--- src/rtl/cnn_pkg.sv ---
// ============================================================================
// Module      : cnn_pkg
// Description : Shared CNN datapath constants, width helpers and index type.
// Revision    : 1.0 - initial release
// ============================================================================
`default_nettype none

package cnn_pkg;

    localparam int c_DATA_WIDTH         = 8;
    localparam int c_WEIGHT_WIDTH       = 8;
    localparam int c_KERNEL_ROW_SIZE    = 3;
    localparam int c_KERNEL_COLUMN_SIZE = 3;
    localparam int c_OUT_WIDTH          = 8;

    function automatic int prod_width(input int data_w, input int weight_w);
        return data_w + weight_w + 1;
    endfunction

    // Headroom for the sum of all taps plus bias.
    function automatic int acc_width(input int data_w, input int weight_w, input int taps);
        return data_w + weight_w + 2 + $clog2(taps);
    endfunction

    localparam int c_TAPS       = c_KERNEL_ROW_SIZE * c_KERNEL_COLUMN_SIZE;
    localparam int c_PROD_WIDTH = prod_width(c_DATA_WIDTH, c_WEIGHT_WIDTH);
    localparam int c_ACC_WIDTH  = acc_width(c_DATA_WIDTH, c_WEIGHT_WIDTH, c_TAPS);

    typedef logic [$clog2(c_TAPS+1)-1:0] w_index_t;

endpackage

`default_nettype wire

--- src/rtl/conv_adder_tree.sv ---
// ============================================================================
// Module      : conv_adder_tree
// Description : Combinational signed reduction of N_TERMS values (heap tree).
// Revision    : 1.0 - initial release
// ============================================================================
`default_nettype none

module conv_adder_tree #(
    parameter int N_TERMS   = 9,
    parameter int IN_WIDTH  = 17,
    parameter int OUT_WIDTH = 22
) (
    input  logic signed [IN_WIDTH-1:0]  i_terms [N_TERMS],
    output logic signed [OUT_WIDTH-1:0] o_sum
);

    // Leaves at N_TERMS-1..2*N_TERMS-2; node k sums children 2k+1 and 2k+2.
    logic signed [OUT_WIDTH-1:0] w_node [2*N_TERMS-1];

    always_comb begin
        for (int k = 0; k < N_TERMS; k++) begin
            w_node[N_TERMS-1+k] = {{(OUT_WIDTH-IN_WIDTH){i_terms[k][IN_WIDTH-1]}}, i_terms[k]};
        end
        for (int k = N_TERMS-2; k >= 0; k--) begin
            w_node[k] = w_node[2*k+1] + w_node[2*k+2];
        end
        o_sum = w_node[0];
    end

endmodule

`default_nettype wire

--- src/rtl/conv_kernel_mac.sv ---
// ============================================================================
// Module      : conv_kernel_mac
// Description : KxK window multiply-accumulate with bias, shift, ReLU, saturate.
// Revision    : 1.0 - initial release
// ============================================================================
`default_nettype none

module conv_kernel_mac
    import cnn_pkg::*;
#(
    parameter int DATA_WIDTH         = 8,
    parameter int WEIGHT_WIDTH       = 8,
    parameter int KERNEL_ROW_SIZE    = 3,
    parameter int KERNEL_COLUMN_SIZE = 3,
    parameter int OUT_WIDTH          = 8,
    parameter int OUT_SHIFT          = 0
) (
    input  logic                                                   clk,
    input  logic                                                   rst,
    input  logic [DATA_WIDTH*KERNEL_ROW_SIZE*KERNEL_COLUMN_SIZE-1:0] in_matrix,
    input  logic                                                   valid_in,
    input  logic                                                   relu_en,
    input  logic                                                   w_load,
    input  logic [$clog2(KERNEL_ROW_SIZE*KERNEL_COLUMN_SIZE+1)-1:0] w_index,
    input  logic [WEIGHT_WIDTH-1:0]                                w_data,
    input  logic                                                   w_clear,
    output logic                                                   weights_ready,
    output logic [OUT_WIDTH-1:0]                                   out_pixel,
    output logic                                                   valid_out,
    output logic                                                   sat_flag
);

    localparam int c_N_TAPS = KERNEL_ROW_SIZE * KERNEL_COLUMN_SIZE;
    localparam int c_IDX_W  = $clog2(c_N_TAPS + 1);
    localparam int c_PROD_W = prod_width(DATA_WIDTH, WEIGHT_WIDTH);
    localparam int c_ACC_W  = acc_width(DATA_WIDTH, WEIGHT_WIDTH, c_N_TAPS);

    localparam logic signed [c_ACC_W-1:0] c_OUT_MAX =
        {{(c_ACC_W-OUT_WIDTH+1){1'b0}}, {(OUT_WIDTH-1){1'b1}}};
    localparam logic signed [c_ACC_W-1:0] c_OUT_MIN =
        {{(c_ACC_W-OUT_WIDTH+1){1'b1}}, {(OUT_WIDTH-1){1'b0}}};

    logic signed [WEIGHT_WIDTH-1:0] r_weights [c_N_TAPS];
    logic signed [WEIGHT_WIDTH-1:0] r_bias;
    logic [c_N_TAPS:0]              r_loaded;
    logic [c_N_TAPS:0]              w_loaded_next;

    always_comb begin
        w_loaded_next = r_loaded;
        if (w_clear) begin
            w_loaded_next = '0;
        end else if (w_load) begin
            for (int k = 0; k <= c_N_TAPS; k++) begin
                if (w_index == c_IDX_W'(k)) w_loaded_next[k] = 1'b1;
            end
        end
    end

    always_ff @(posedge clk or posedge rst) begin
        if (rst) begin
            for (int k = 0; k < c_N_TAPS; k++) r_weights[k] <= '0;
            r_bias        <= '0;
            r_loaded      <= '0;
            weights_ready <= 1'b0;
        end else begin
            r_loaded      <= w_loaded_next;
            weights_ready <= &w_loaded_next;
            if (w_clear) begin
                for (int k = 0; k < c_N_TAPS; k++) r_weights[k] <= '0;
                r_bias <= '0;
            end else if (w_load) begin
                for (int k = 0; k < c_N_TAPS; k++) begin
                    if (w_index == c_IDX_W'(k)) r_weights[k] <= w_data;
                end
                if (w_index == c_IDX_W'(c_N_TAPS)) r_bias <= w_data;
            end
        end
    end

    // S1: products use the coefficient values in place before this edge.
    logic                        w_accept;
    logic signed [c_PROD_W-1:0]  w_px_ext [c_N_TAPS];
    logic signed [c_PROD_W-1:0]  w_wt_ext [c_N_TAPS];
    logic signed [c_PROD_W-1:0]  r_prod   [c_N_TAPS];
    logic signed [WEIGHT_WIDTH-1:0] r_bias1;
    logic                        r_v1, r_relu1;

    assign w_accept = valid_in && weights_ready;

    always_comb begin
        for (int k = 0; k < c_N_TAPS; k++) begin
            w_px_ext[k] = {{(c_PROD_W-DATA_WIDTH){1'b0}}, in_matrix[DATA_WIDTH*k +: DATA_WIDTH]};
            w_wt_ext[k] = {{(c_PROD_W-WEIGHT_WIDTH){r_weights[k][WEIGHT_WIDTH-1]}}, r_weights[k]};
        end
    end

    always_ff @(posedge clk or posedge rst) begin
        if (rst) begin
            for (int k = 0; k < c_N_TAPS; k++) r_prod[k] <= '0;
            r_bias1 <= '0;
            r_v1    <= 1'b0;
            r_relu1 <= 1'b0;
        end else begin
            r_v1 <= w_accept;
            if (w_accept) begin
                for (int k = 0; k < c_N_TAPS; k++) r_prod[k] <= w_px_ext[k] * w_wt_ext[k];
                r_bias1 <= r_bias;
                r_relu1 <= relu_en;
            end
        end
    end

    // S2: accumulate.
    logic signed [c_ACC_W-1:0] w_tree_sum;
    logic signed [c_ACC_W-1:0] w_bias_ext;
    logic signed [c_ACC_W-1:0] r_acc;
    logic                      r_v2, r_relu2;

    conv_adder_tree #(
        .N_TERMS   (c_N_TAPS),
        .IN_WIDTH  (c_PROD_W),
        .OUT_WIDTH (c_ACC_W)
    ) u_adder_tree (
        .i_terms (r_prod),
        .o_sum   (w_tree_sum)
    );

    assign w_bias_ext = {{(c_ACC_W-WEIGHT_WIDTH){r_bias1[WEIGHT_WIDTH-1]}}, r_bias1};

    always_ff @(posedge clk or posedge rst) begin
        if (rst) begin
            r_acc   <= '0;
            r_v2    <= 1'b0;
            r_relu2 <= 1'b0;
        end else begin
            r_acc   <= w_tree_sum + w_bias_ext;
            r_v2    <= r_v1;
            r_relu2 <= r_relu1;
        end
    end

    // S3: floor shift.
    logic signed [c_ACC_W-1:0] r_sh;
    logic                      r_v3, r_relu3;

    always_ff @(posedge clk or posedge rst) begin
        if (rst) begin
            r_sh    <= '0;
            r_v3    <= 1'b0;
            r_relu3 <= 1'b0;
        end else begin
            r_sh    <= r_acc >>> OUT_SHIFT;
            r_v3    <= r_v2;
            r_relu3 <= r_relu2;
        end
    end

    logic [OUT_WIDTH-1:0] w_out_next;
    logic                 w_sat_next;

    // ReLU zeroing of a negative value is not a saturation event.
    always_comb begin
        w_out_next = r_sh[OUT_WIDTH-1:0];
        w_sat_next = 1'b0;
        if (r_relu3 && (r_sh < 0)) begin
            w_out_next = '0;
        end else if (r_sh > c_OUT_MAX) begin
            w_out_next = c_OUT_MAX[OUT_WIDTH-1:0];
            w_sat_next = 1'b1;
        end else if (!r_relu3 && (r_sh < c_OUT_MIN)) begin
            w_out_next = c_OUT_MIN[OUT_WIDTH-1:0];
            w_sat_next = 1'b1;
        end
    end

    always_ff @(posedge clk or posedge rst) begin
        if (rst) begin
            valid_out <= 1'b0;
            out_pixel <= '0;
            sat_flag  <= 1'b0;
        end else begin
            valid_out <= r_v3;
            if (r_v3) begin
                out_pixel <= w_out_next;
                sat_flag  <= w_sat_next;
            end
        end
    end

endmodule

`default_nettype wire

--- config.mk ---
export PLATFORM = sky130hd
export DESIGN_NAME = conv_kernel_mac
export DESIGN_NICKNAME = d
export VERILOG_FILES = /design/src/rtl/cnn_pkg.sv /design/src/rtl/conv_adder_tree.sv /design/src/rtl/conv_kernel_mac.sv
export SDC_FILE = /design/constraint.sdc
export NUM_CORES = 2
export LEC_CHECK = 0
export ABC_AREA = 0
export ABC_CLOCK_PERIOD_IN_PS = 10910
export CAP_MARGIN = 20
export CELL_PAD_IN_SITES_DETAIL_PLACEMENT = 2
export CELL_PAD_IN_SITES_GLOBAL_PLACEMENT = 2
export CORE_ASPECT_RATIO = 1.4
export CORE_MARGIN = 5
export CORE_UTILIZATION = 41
export DETAILED_ROUTE_END_ITERATION = 12
export PLACE_DENSITY_LB_ADDON = 0.05
export SYNTH_ARGS = -nofsm -noshare
export SYNTH_HDL_FRONTEND = slang
export SYNTH_SLANG_ARGS = --single-unit
--- constraint.sdc ---
create_clock -name clk -period 10.91 [get_ports clk]
set_input_delay 1.091 -clock clk [delete_from_list [all_inputs] [get_ports clk]]
set_output_delay 1.091 -clock clk [all_outputs]
set_load 0.1 [all_outputs]
==> results by group <==
Synthesis
  – Synth Register Bits: 312
  – Synth warn: 0
  – Seq/Total Area, Yosys: between 20% and 30%
  – Mean Syn Cell Area: just over 9 µm²
  – Cell area after synthesis: approximately 36000 µm²
  – Post-synth cell types: between 80 and 90
  – Number of synthesized flops with an enable pin: 0
  – Post-synthesis net count: a little under 5000
  – Dominant synthesized flop cell: dfrtp_1
  – Post-synth top area share: between 20% and 30%
  – Synth area leaders: fa_1 (22%), dfrtp_1 (21%), ha_1 (16%)
  – Async set-reset flop share out of synthesis: 100.0%
  – Cells after synthesis: between 3000 and 4000
  – Cell taking the most area after synthesis: fa_1

Cells and area
  – Fin cells: roughly 5200
  – Fraction of layout cells with a size suffix above 1: under 10%
  – Area delta synth->final: 10.15%
  – Nets: 4992
  – Most common cell after layout, fill and taps aside: inv_1
  – Most frequent cells in the layout: inv_1 (609), nand2_1 (485), ha_1 (476)
  – Layout Utilization: a little under half

Power and ir drop
  – Pleak: between 20 and 25 nW
  – Comb pwr share: approximately 8.4%
  – Psw: around 0.77 mW
  – PnR Total Power: between 2 and 3 mW
  – Maximum vdd ir drop: approximately 0.000096 V
  – Total internal power: roughly 2.1 mW
  – Reg power frac: approximately two fifths
  – Clock share of power: 51.0%
  – Power density cells: between 70 and 80 nW/µm²
  – Switching share of power: 26.74%

Floorplan
  – Core box area: just under 90000 µm²
  – Row cnt: between 100 and 150
  – Starting Density: about two fifths
  – Die area: approximately 95000 µm²
  – # IOs: around 100
  – Die Wd: between 200 and 300 µm
  – Die Ht: ~360 µm

Detailed routing
  – First drt pass iteration count: 4
  – Vias/cell: around 5.3
  – Antenna-violating nets left: 0
  – Via count: between 20000 and 30000
  – DRC viols: 0
  – Drt wl/cell: about 21 µm
  – Starting DRT DRC Count: around 800
  – DRT Wirelength: 109700 µm

Setup path
  – CP max FO: 8
  – Biggest cell delay along the critical path: around 520 ps
  – Worst EP arrival: approximately 6100 ps
  – R2r setup slk: about 5300 ps
  – Crit path to: r_acc[19]
  – Data required time of the critical path: 11410 ps
  – CP dominant cell by count: fa_1
  – Reg2Reg Depth: 23
  – Worst setup startpoint: r_prod[85]
  – Startpoint Class: flop
  – Start of the worst register-to-register path: r_prod[85]
  – Critical Path, Cell by Cell: ha_1 -> inv_1 -> fa_1 -> nor2b_1 -> o21a_1 -> o21ai_0 -> a21oi_1 -> o21a_1 -> mux2i_1 -> nand2_1 -> fa_1 -> fa_1 -> inv_1 -> fa_1 -> inv_1 -> ha_1 -> a21oi_1 -> o21ai_1 -> or3_1 -> o31ai_4 -> o21ai_2 -> a221oi_2 -> xnor2_1
  – Crit path kind: flop to flop
  – Reg2reg end: r_acc[19]
  – Crit path capture type: flop
  – Critical path's slowest cell: fa_1

Clock network
  – Num CTS Buffers: approximately 40
  – Register clock-pin slew on the reported worst setup and hold paths: 60 ps
  – Clock Tree Root: clkbuf_16
  – Hold buffer count at CTS: 0
  – Worst-Skew Late Latency: roughly 600 ps
  – Clk sinks: between 300 and 400
  – Post-CTS Setup Repair Bufs: 0
  – Post-CTS resize count: 0
  – TritonCTS clock tree: built
  – Htree depth: 2
  – Clock buffer depth: 3

Timing
  – Fin crit period: between 5000 and 6000 ps
  – Endpoints failing setup: 0
  – Slew @ Worst Pin: 1046 ps
  – Rel. slew slack: between 20% and 30%
  – Clk_skew: approximately 19 ps
  – Achievable Freq: 177.5 MHz
  – Hold Vio Cnt, Final: 0
  – RSZ-0062 raised after global routing: no
  – Max Slew Vio Count: 0
  – Setup_tns: 0 ps
  – Fin crit share: about half

Placement
  – Port Buf Inserts: 100
  – Placed insts: roughly 5000
  – Gpl congestion: between 0.8 and 0.9
  – Dpl hpwl: 87160 µm

Outcome
  – Status: finished clean

Global route
  – Vias in the first global route: around 32000
  – Global route overflow: 0
  – Antenna violations before repair: 5
  – First-pass GRT wire length: approximately 180000 µm
  – GRT Util Overall: 23.59%
  – Largest net degree at the start of global routing: 153

Job
  – Max-cap viol count: 0

Min path
  – Hold WC Path Type: flop to flop
[worst max-delay path, delay by kind of cell (launching register included)]
kind	cells	cell delay [ps]
multiplexers	1	190
AO/OA/AOI/OAI	9	1650
XOR/XNOR	1	150
flip-flops	1	360
adder cells (fa/ha/maj)	6	2430
AND/OR/NAND/NOR	3	630
buffers and inverters	3	140
[sequential cells by signal, summed over array words and instances (netlist names), 8 cells and up]
name and cells:
out_pixel 8, r_acc 22, r_bias 8, r_bias1 8, r_weights 72, r_loaded 10, r_prod 153, r_sh 22
[layer usage]
metal	global-route usage (%)	vias up	share of wire, %
met5	0	-	0
met4	5.497	0	2.6
met2	45.89	234	54
met1	27.97	14280	41
li1	-	12890	-
met3	1.868	93	1.9
[Yosys cell counts (12+ instances only)]
| cell type | number |
|---|---|
| and2_1 | 304 |
| a211oi_1 | 15 |
| nand2_1 | 486 |
| nor2_1 | 186 |
| clkbuf_1 | 79 |
| nor2b_1 | 36 |
| ha_1 | 476 |
| and3_1 | 16 |
| nand2b_1 | 77 |
| inv_1 | 611 |
| fa_1 | 410 |
| o21ai_0 | 162 |
| mux2i_1 | 78 |
| o21bai_1 | 26 |
| a31oi_1 | 21 |
| or3_1 | 12 |
| a21oi_1 | 132 |
| nand3_1 | 33 |
| nor3_1 | 43 |
| xor2_1 | 77 |
| dfrtp_1 | 312 |
| o211ai_1 | 17 |
| o21a_1 | 43 |
| o31ai_1 | 13 |
| xnor2_1 | 62 |
| a21o_1 | 47 |
[final cells by class]
type,instances,area [µm²]
Clock buffer,49,1129
Sequential cell,312,7807
Fill cell,9731,48250
Timing Repair Buffer,116,1121
Clock inverter,26,304.0
Inverter,612,2306
Tap cell,1179,1475
Multi-Input combinational cell,2933,26060
Antenna cell,2,5.005
[worst min-delay path by stage]
stage,start,slack [ps],depth (start not counted),end
floorplan,r_relu2,330,0,r_relu3
global placement,r_v2,330,0,r_v3
detailed placement,r_acc[7],340,0,r_sh[7]
CTS,r_acc[12],350,0,r_sh[12]
global route,r_acc[4],350,0,r_sh[4]
finish,r_acc[12],340,0,r_sh[12]
[metrics by stage]
stage | cell area, µm² | worst slack, ps | hold slack [ps]
after floorplan | 36500 | 1190 | 331.2
final | 40200 | 5275 | 343.6
after CTS | 40200 | 5242 | 346.3
after detailed placement | 38760 | 4998 | 335.5
after global routing | 40200 | 4942 | 353.4
after global placement | 38760 | 5068 | 333.1
[kinds of logic (layout without fill, tap and decap cells)]
| group | Yosys count | in the layout | synth area share [%] |
|---|---|---|---|
| and+or+nand+nor | 1255 | 1255 | 16.91 |
| adders and majority gates | 886 | 886 | 38.81 |
| buffers and inverters | 700 | 803 | 7.237 |
| AOI/OAI and AO/OA | 568 | 568 | 9.959 |
| DFF | 312 | 312 | 21.39 |
| xor gates and xnor gates | 139 | 139 | 3.336 |
| muxes | 85 | 85 | 2.355 |
| other | 0 | 2 | 0 |
[power groups by stage]
stage / Clock, mW / Sequential (mW) / Combinational (mW)
2_1_floorplan: 0 / 1.19 / 0.119
3_3_place_gp: 0 / 1.19 / 0.242
3_5_place_dp: 0 / 1.19 / 0.248
4_1_cts: 1.52 / 1.17 / 0.251
5_1_grt: 1.56 / 1.17 / 0.272
6_report: 1.47 / 1.17 / 0.242
Note: power is estimated with default switching activity, not from simulation.
